## src/rtl/ms_reaction_timer_if.sv

```systemverilog
// Control and status bundle between the reaction-game FSM and the millisecond timer.
// The FSM side is the master (drives direction/enable/load); the timer is the slave.
interface ms_reaction_timer_if;
    logic        up;
    logic        enable;
    logic        load;
    logic [10:0] load_value;
    logic [10:0] timer_value;
    logic        ms_tick;
    logic        at_zero;
    logic        at_max;
    logic        expired;

    modport master (
        output up, enable, load, load_value,
        input  timer_value, ms_tick, at_zero, at_max, expired
    );

    modport slave (
        input  up, enable, load, load_value,
        output timer_value, ms_tick, at_zero, at_max, expired
    );
endinterface

```

## src/rtl/ms_reaction_timer.sv

```systemverilog
// Millisecond prescaler plus saturating 11-bit up/down counter; tick and new value appear one cycle after the wrap edge.
// No backpressure: enable=0 freezes prescaler and count (pause), load overrides everything except reset.
module ms_reaction_timer #(
    parameter int MAX_MS      = 2047,
    parameter int CLKS_PER_MS = 50000
) (
    input  logic              clk,
    input  logic              reset,
    ms_reaction_timer_if.slave tif
);
    localparam int              PW      = $clog2(CLKS_PER_MS);
    localparam logic [PW-1:0]   PS_LAST = PW'(CLKS_PER_MS - 1);
    localparam logic [10:0]     MAX_V   = 11'(MAX_MS);

    logic [PW-1:0] prescale_q, prescale_d;
    logic [10:0]   timer_q, timer_d;
    logic          ms_tick_q, ms_tick_d;
    logic          expired_q, expired_d;
    logic          wrap;

    assign wrap = tif.enable && (prescale_q == PS_LAST);

    always_comb begin
        prescale_d = prescale_q;
        timer_d    = timer_q;
        ms_tick_d  = 1'b0;
        expired_d  = 1'b0;

        if (tif.load) begin
            // Restart the millisecond so the first step after a load is a full period away.
            prescale_d = '0;
            timer_d    = (tif.load_value > MAX_V) ? MAX_V : tif.load_value;
        end else if (wrap) begin
            prescale_d = '0;
            ms_tick_d  = 1'b1;
            if (tif.up) begin
                if (timer_q < MAX_V) timer_d = timer_q + 11'd1;
            end else begin
                if (timer_q != 11'd0) timer_d = timer_q - 11'd1;
                expired_d = (timer_q == 11'd1);
            end
        end else if (tif.enable) begin
            prescale_d = prescale_q + 1'b1;
        end
    end

    always_ff @(posedge clk or posedge reset) begin
        if (reset) begin
            prescale_q <= '0;
            timer_q    <= '0;
            ms_tick_q  <= 1'b0;
            expired_q  <= 1'b0;
        end else begin
            prescale_q <= prescale_d;
            timer_q    <= timer_d;
            ms_tick_q  <= ms_tick_d;
            expired_q  <= expired_d;
        end
    end

    assign tif.timer_value = timer_q;
    assign tif.ms_tick     = ms_tick_q;
    assign tif.expired     = expired_q;
    assign tif.at_zero     = (timer_q == 11'd0);
    assign tif.at_max      = (timer_q == MAX_V);
endmodule

```

## src/flat_wrapper.sv

```systemverilog
// flat-port wrapper written by rule: the top's interface ports become plain ports
module ms_reaction_timer_flat 
#(
    parameter int MAX_MS      = 2047,
    parameter int CLKS_PER_MS = 50000
)
  (clk, reset, tif_up, tif_enable, tif_load, tif_load_value, tif_timer_value, tif_ms_tick, tif_at_zero, tif_at_max, tif_expired);
  ms_reaction_timer_if tif_i ();
  input  logic clk;
  input  logic reset;
  input wire logic [$bits(tif_i.up)-1:0] tif_up;
  input wire logic [$bits(tif_i.enable)-1:0] tif_enable;
  input wire logic [$bits(tif_i.load)-1:0] tif_load;
  input wire logic [$bits(tif_i.load_value)-1:0] tif_load_value;
  output wire logic [$bits(tif_i.timer_value)-1:0] tif_timer_value;
  output wire logic [$bits(tif_i.ms_tick)-1:0] tif_ms_tick;
  output wire logic [$bits(tif_i.at_zero)-1:0] tif_at_zero;
  output wire logic [$bits(tif_i.at_max)-1:0] tif_at_max;
  output wire logic [$bits(tif_i.expired)-1:0] tif_expired;
  assign tif_i.up = tif_up;
  assign tif_i.enable = tif_enable;
  assign tif_i.load = tif_load;
  assign tif_i.load_value = tif_load_value;
  assign tif_timer_value = tif_i.timer_value;
  assign tif_ms_tick = tif_i.ms_tick;
  assign tif_at_zero = tif_i.at_zero;
  assign tif_at_max = tif_i.at_max;
  assign tif_expired = tif_i.expired;
  ms_reaction_timer #(.MAX_MS(MAX_MS), .CLKS_PER_MS(CLKS_PER_MS)) u_core (.clk(clk), .reset(reset), .tif(tif_i));
endmodule
```

## config.mk

```make
export PLATFORM = sky130hd
export DESIGN_NAME = ms_reaction_timer_flat
export DESIGN_NICKNAME = d
export VERILOG_FILES = /design/src/rtl/ms_reaction_timer_if.sv /design/src/rtl/ms_reaction_timer.sv /design/src/flat_wrapper.sv
export SDC_FILE = /design/constraint.sdc
export NUM_CORES = 1
export LEC_CHECK = 0
export ABC_AREA = 0
export ABC_CLOCK_PERIOD_IN_PS = 2000
export CORE_UTILIZATION = 47
export DETAILED_ROUTE_END_ITERATION = 7
export GPL_ROUTABILITY_DRIVEN = 1
export PLACE_DENSITY = 0.75
export SKIP_LAST_GASP = 1
export SLEW_MARGIN = 20
export SYNTH_ARGS = -nofsm -noshare
export SYNTH_HDL_FRONTEND = slang
export SYNTH_SLANG_ARGS = --single-unit
```

## constraint.sdc

```tcl
create_clock -name clk -period 2 [get_ports clk]
set_input_delay 0.4 -clock clk [delete_from_list [all_inputs] [get_ports clk]]
set_output_delay 0.4 -clock clk [all_outputs]
set_load 0.005 [all_outputs]
```

==> reports/metrics.yaml, run 1 <==
status:
  status: "finished with violations"
  violations: "negative setup slack"
yosys:
  synth_warnings: 0
  async_reset_ff_frac: 1.00
  synth_compound_area_frac: 0.0873
  synth.distinct_cells: 44
  netlist_area_um2: 1790
  synth_enable_flop_cells: 0
  synth.largest_area_cell: "dfrtp_1"
  synthesis.instances: 196
  yosys.area_share.simple: 0.316
  synth_adder_area_share: 0.0279
  synth_top_family_by_area: "simple AND/OR/NAND/NOR gates"
  synth_xor_area_frac: 0.0929
  synth_most_common_cell: "dfrtp_1"
  avgSynthCellArea_um2: 9.14
  synth.area.mux_share: 0.0363
  yosysTopAreaCellShare: 0.405
  yosys_most_used_dff: "dfrtp_1"
  synthTopCellsByArea: "dfrtp_1 41%, xor2_1 5.9%, nor2_1 4.8%"
  ys_seq_elements: 29
  postSynthNetCount: 216
  seq_area_frac_synth: 0.405
  synth_commonest_cells: "29 x dfrtp_1, 23 x nor2_1, 22 x nand2_1"
pwr:
  power_switching_uw: 391
  power_density_nw_per_um2: 533
  ir_drop_mv: 0.343
  power_frac_comb: 0.240
  swShare: 0.273
  p_total_uw: 1440
  leakage_uw: 0.00115
  cellInternalPower_uw: 1040
  p_clk_frac: 0.323
  seq_power_share: 0.437
timing:
  relSlewSlack: 0.734
  worst_pin_slew_ns: 0.398
  fin_ws_ns: -0.102
  hold_viol: 0
  finClkSkew_ns: 0.00813
  finalMaxSlewViolations: 0
  period_share: 1.05
  max_freq_mhz: 476
  period_needed_ns: 2.10
  setup_tns_ns: -0.332
  rsz0062_at_grt: "yes"
  setup_violations: 6
clocking:
  clk_pin_slew_worst_paths_ns: 0.06
  cts.sink_count: 29
  cts_tree: "built"
  cts_root_buf: "clkbuf_8"
  clock_latency_ns: 0.29
  clockBufferDepth: 2
  htreeDepth: 2
  cts_buffers: 5
placement:
  gp_routability_congestion: 0.864
  placed_cells: 307
  place_area_um2: 2470
  hpwl_um: 3180
  io_buffers: 30
global_routing:
  grt_pass1_wl_um: 7710
  antenna_found_initial: 0
  grt_pass1_vias: 1709
  grt_max_degree: 22
  grt.total_usage: 0.250
  overflow: 0
layout:
  drive_gt1_frac: 0.301
  nets: 295
  final_core_util: 0.735
  n_antenna_cell: 0
  area_growth_pct: 50.2
  num-fill-cells: 266
  stdcell_area_um2: 2690
  final_cells: 324
routing:
  drt_iter0_drc: 128
  routedWlPerCell_um: 14.6
  drt_first_pass_iters: 4
  wl_um: 4730
  vias_per_cell: 5.48
  ant_nets: 0
  vias: 1776
  drc: 0
critical_path:
  cpPeakStageDelay_ns: 0.50
  worstPathCellList: "inv_2, ha_4, or4b_4, o32a_1, nor4_4, mux2_1, nand3b_1"
  end_kind: "register"
  crit_type: "reg -> reg"
  start_kind: "register"
  crit_arrival_ns: 2.32
  cp-startpoint: "u_core.tif.timer_value[0]"
  worstPathRequired_ns: 2.22
  crit_fanout: 4
  crit_slowest_cell: "or4b_4"
  timing.rr.start: "u_core.tif.timer_value[0]"
floorplan:
  die_w_um: 63.7
  core_area_um2: 3660
  chipHeight_um: 63.7
  ios: 31
  die_area_um2: 4060
  initial_core_util: 0.489
  fp-row-count: 22
flow_run:
  max-cap-violations: 0
hold_path:
  hold_class: "in -> async"
final cells by class:
type	count	area [um2]	share of cell area
inverter	6	22.5	0.00837
tap	48	60.1	0.0223
sequential	29	727	0.270
multi-input combinational	152	1100	0.409
clock buffer	8	80.1	0.0298
timing repair buffer	81	702	0.261
worst max-delay path, delay by kind of cell, from the launching register on:
family,cells,cell delay (ns)
AOI/OAI and AO/OA,1,0.23
adders and majority gates,1,0.13
buffers and inverters,1,0.08
DFF,1,0.41
muxes,1,0.35
and+or+nand+nor,3,0.84
power by group through the flow:
stage / sequential (uW) / combinational (uW) / clock (uW)
after floorplan: 654 / 124 / 0
after global placement: 637 / 304 / 0
after detailed placement: 637 / 309 / 0
after CTS: 626 / 325 / 479
after global routing: 630 / 373 / 505
final: 627 / 345 / 464
cell usage in the layout, fill, tap and decap left out, drive strengths merged, types with 2 or more instances in the layout:
master,synthesis,layout
nand4,6,6
dfrtp,29,29
dlygate4sd2,0,2
a31oi,3,3
clkbuf,5,9
and3,4,4
nand3b,4,4
nand2b,3,3
xnor2,7,7
o21ai,9,9
or4b,2,2
nor3,6,6
nand2,22,22
nor4,9,9
clkdlybuf4s50,0,26
buf,4,52
ha,4,4
and4bb,2,2
or3,4,4
and4,2,2
nand3,5,5
nor4b,2,2
a21oi,6,6
xor2,12,12
mux2i,2,2
mux2,4,4
nor2,23,23
inv,5,5
flip-flops by register name (all words and copies together) (netlist names):
register	count
u_core.prescale_q	16
u_core.tif.expired	1
u_core.tif.ms_tick	1
u_core.tif.timer_value	11
cell families after synthesis:
group | Yosys count
buffers and inverters | 15
DFF | 29
adders and majority gates | 4
xor gates and xnor gates | 19
muxes | 6
and+or+nand+nor | 98
AOI/OAI and AO/OA | 25
metal layers:
metal  global-route usage  vias up  routed length [um]  part of all wire
met4                0.102        0                  87             0.018
met2                0.424       62                2380              0.50
met1                0.296      845                2010              0.43
met5                    0        -                   0                 0
li1                     -      859                   -                 -
met3               0.0714       10                 252             0.053
path summary, 6_finish.rpt:
kind / slack [ns] / endpoint / cells past startpoint
max in group asynchronous: 1.02 / u_core.tif.timer_value[7] / 3
min in group clk: 0.55 / u_core.prescale_q[15] / 2
worst min-delay path: 0.37 / u_core.tif.timer_value[5] / 2
worst min register to register: 0.55 / u_core.prescale_q[15] / 2
worst max register to register: -0.10 / u_core.tif.timer_value[10] / 7
worst max-delay path: -0.10 / u_core.tif.timer_value[10] / 7
stage by stage:
stage | hold slack [ns] | setup WS (ns)
detailed placement | 0.546 | -0.434
global route | 0.400 | -0.193
finish | 0.369 | -0.102
floorplan | 0.478 | -0.168
global placement | 0.523 | -0.425
CTS | 0.372 | -0.105
what timing repair did:
action                                  CTS  global route
pin swaps                                11             7
endpoints found under the setup margin   11            13
gates resized for setup                  20             7
buffers inserted                          5             4
cloned                                    0             0
hold buffers                              0             0
No activity file was read; power rests on OpenSTA's default activity.
==> run 2: changes to the inputs <==
- CTS_BUF_LIST: not set -> sky130_fd_sc_hd__clkbuf_4 sky130_fd_sc_hd__clkbuf_8 sky130_fd_sc_hd__clkbuf_16
- CTS_CLUSTER_DIAMETER: not set -> 100
==> run 2 against run 1 <==
  * The flow still finishes with violations (negative setup slack)
  * Clock skew about the same
  * Wire length rose by 0.72%
  * Worst setup slack got worse by 0.0016 ns
  * Maximum frequency hardly changed
  * Utilization increased by 0.31 points
  * Combinational power barely moved
  * Cell area increased by 0.42%
  * Final cell count unchanged
  * Sequential power about the same
  * Sequential share of layout area decreased by 0.11 points
  * Clock power is 9.3% higher
  * Sequential cell count did not move
  * Largest cell class unchanged
  * Largest power group unchanged
==> reports/metrics.yaml, run 2 (same netlist as run 1, synthesis figures left out) <==
routing:
  ant_nets: 0  # unchanged
  drt_first_pass_iters: 4  # unchanged
  drc: 0  # unchanged
  wl_um: 4760  # was 4730 um
  vias: 1775  # was 1776
  vias_per_cell: 5.48  # about the same
  drt_iter0_drc: 165  # was 128
  routedWlPerCell_um: 14.7  # was 14.6 um
critical_path:
  cpPeakStageDelay_ns: 0.50  # about the same
  start_kind: "register"  # unchanged
  end_kind: "register"  # unchanged
  crit_arrival_ns: 2.32  # about the same
  crit_type: "reg -> reg"  # unchanged
  crit_family: "simple AND/OR/NAND/NOR gates"  # unchanged
  timing.critical_path.buf_inv: 1  # unchanged
  worstPathRequired_ns: 2.22  # about the same
  crit_slowest_cell: "or4b_4"  # unchanged
  crit_fanout: 4  # unchanged
  worstPathCellList: "inv_2, ha_4, or4b_4, o32a_1, nor4_4, mux2_1, nand3b_1"  # unchanged
timing:
  period_share: 1.05  # about the same
  finClkSkew_ns: 0.00795  # was 0.00813 ns
  max_freq_mhz: 475  # was 476 MHz
  hold_viol: 0  # unchanged
  rsz0062_at_grt: "yes"  # unchanged
  fin_ws_ns: -0.104  # was -0.102 ns
  setup_violations: 6  # unchanged
  finalMaxSlewViolations: 0  # unchanged
  relSlewSlack: 0.733  # was 0.734
  setup_tns_ns: -0.339  # was -0.332 ns
  worst_pin_slew_ns: 0.399  # was 0.398 ns
  period_needed_ns: 2.10  # about the same
  hold_slack_ns: 0.367  # was 0.369 ns
placement:
  io_buffers: 30  # unchanged
  hpwl_um: 3180  # unchanged
  gp_routability_congestion: 0.864  # unchanged
  dp_slack_ns: -0.434  # unchanged
layout:
  nets: 295  # unchanged
  seqCellArea_um2: 727  # unchanged
  layout_commonest_cell: "buf_4"  # unchanged
  num-fill-cells: 263  # was 266
  regMostFlops: "u_core.prescale_q"  # unchanged
  n_antenna_cell: 0  # unchanged
  area_growth_pct: 50.8  # was 50.2%
  largest_reg_flops: 16  # unchanged
  layout_common_cells: "45 x buf_4, 28 x dfrtp_1, 26 x clkdlybuf4s50_1, 22 x nand2_1, 22 x nor2_1"  # unchanged
  multi_input_area_um2: 1100  # unchanged
  drive_gt1_frac: 0.312  # was 0.301
  final_core_util: 0.738  # was 0.735
floorplan:
  ios: 31  # unchanged
  fp-row-count: 22  # unchanged
  die_w_um: 63.7  # unchanged
  core_area_um2: 3660  # unchanged
  initial_core_util: 0.489  # unchanged
  die_area_um2: 4060  # unchanged
  chipHeight_um: 63.7  # unchanged
global_routing:
  grt_max_degree: 22  # unchanged
  grt_use_met1: 0.295  # was 0.296
  overflow: 0  # unchanged
  grt_pass1_vias: 1714  # was 1709
  grtUsageMet2: 0.427  # was 0.424
  grt_pass1_wl_um: 7720  # was 7710 um
  antenna_found_initial: 0  # unchanged
  met3_usage: 0.0714  # unchanged
  grt.busiest_layer: "met2"  # unchanged
  grt.total_usage: 0.251  # was 0.250
clocking:
  cts_tree: "built"  # unchanged
  cts_buffers: 5  # unchanged
  clk_pin_slew_worst_paths_ns: 0.06  # about the same
  clock_latency_ns: 0.29  # about the same
  cts_root_buf: "clkbuf_8"  # unchanged
  htreeDepth: 2  # unchanged
  clockBufferDepth: 2  # unchanged
  cts.sink_count: 29  # unchanged
status:
  violations: "negative setup slack"  # unchanged
  status: "finished with violations"  # unchanged
pwr:
  leakage_uw: 0.00116  # was 0.00115 uW
  ir_drop_mv: 0.342  # was 0.343 mV
  power_density_nw_per_um2: 547  # was 533 nW/um2
hold_path:
  hold_class: "in -> async"  # unchanged
flow_run:
  max-cap-violations: 0  # unchanged
run 2: cell counts in the layout (fill, tap and decap cells not counted):
No cell type changed its count.
run 2: report_power, final:
| part | leakage (uW) | internal (uW) | switching, uW |
|---|---|---|---|
| Combinational | 0.000732 | 186 | 159 |
| Sequential | 0.000379 | 612 | 14.9 |
| Clock | 0.0000498 | 287 | 220 |
| Total | 0.00116 | 1080 | 394 |
run 2: worst register-to-register path, delay by kind of cell (launching register included):
| family | cells | cell delay (ns) |
|---|---|---|
| simple gates | 3 | 0.83 |
| flops | 1 | 0.41 |
| mux | 1 | 0.35 |
| compound gates | 1 | 0.24 |
| fa+ha+maj | 1 | 0.13 |
| buf+inv | 1 | 0.08 |
run 2: final cells by class:
class,instances,area share
flip-flops and latches,29,0.269
inverters,6,0.00833
multi-input cells,152,0.407
repair buffers,81,0.260
clock buffers,8,0.0338
well taps,48,0.0222
run 2: per-layer routing:
| metal | up-vias | wire [um] | part of all wire |
|---|---|---|---|
| li1 | 859 | - | - |
| met1 | 857 | 2090 | 0.44 |
| met2 | 48 | 2390 | 0.50 |
| met3 | 11 | 202 | 0.042 |
| met4 | 0 | 84 | 0.018 |
| met5 | - | 0 | 0 |
run 2: path summary, 6_finish.rpt:
kind / startpoint / end / slack (ns) / cells after the start
setup / recovery: u_core.tif.timer_value[0] / u_core.tif.timer_value[10] / -0.10 / 7
hold / removal: reset / u_core.tif.timer_value[5] / 0.37 / 2
setup reg to reg: u_core.tif.timer_value[0] / u_core.tif.timer_value[10] / -0.10 / 7
hold reg to reg: u_core.prescale_q[15] / u_core.prescale_q[15] / 0.55 / 2
max in group asynchronous: reset / u_core.tif.timer_value[7] / 1.02 / 3
min in group clk: u_core.prescale_q[15] / u_core.prescale_q[15] / 0.55 / 2
run 2: what timing repair did:
item	in CTS	in global routing
buffers inserted	5	4
pin swaps	11	7
endpoints found under the setup margin	11	13
resized for setup	20	7
hold buffers	0	0
run 2: stage by stage:
stage | power, uW | cell area (um2) | instances
6_report | 1480 | 2700 | 324
5_1_grt | 1550 | 2700 | 324
4_1_cts | 1470 | 2640 | 320
3_5_place_dp | 946 | 2470 | 307
3_3_place_gp | 941 | 2470 | 307
2_1_floorplan | 778 | 1830 | 196
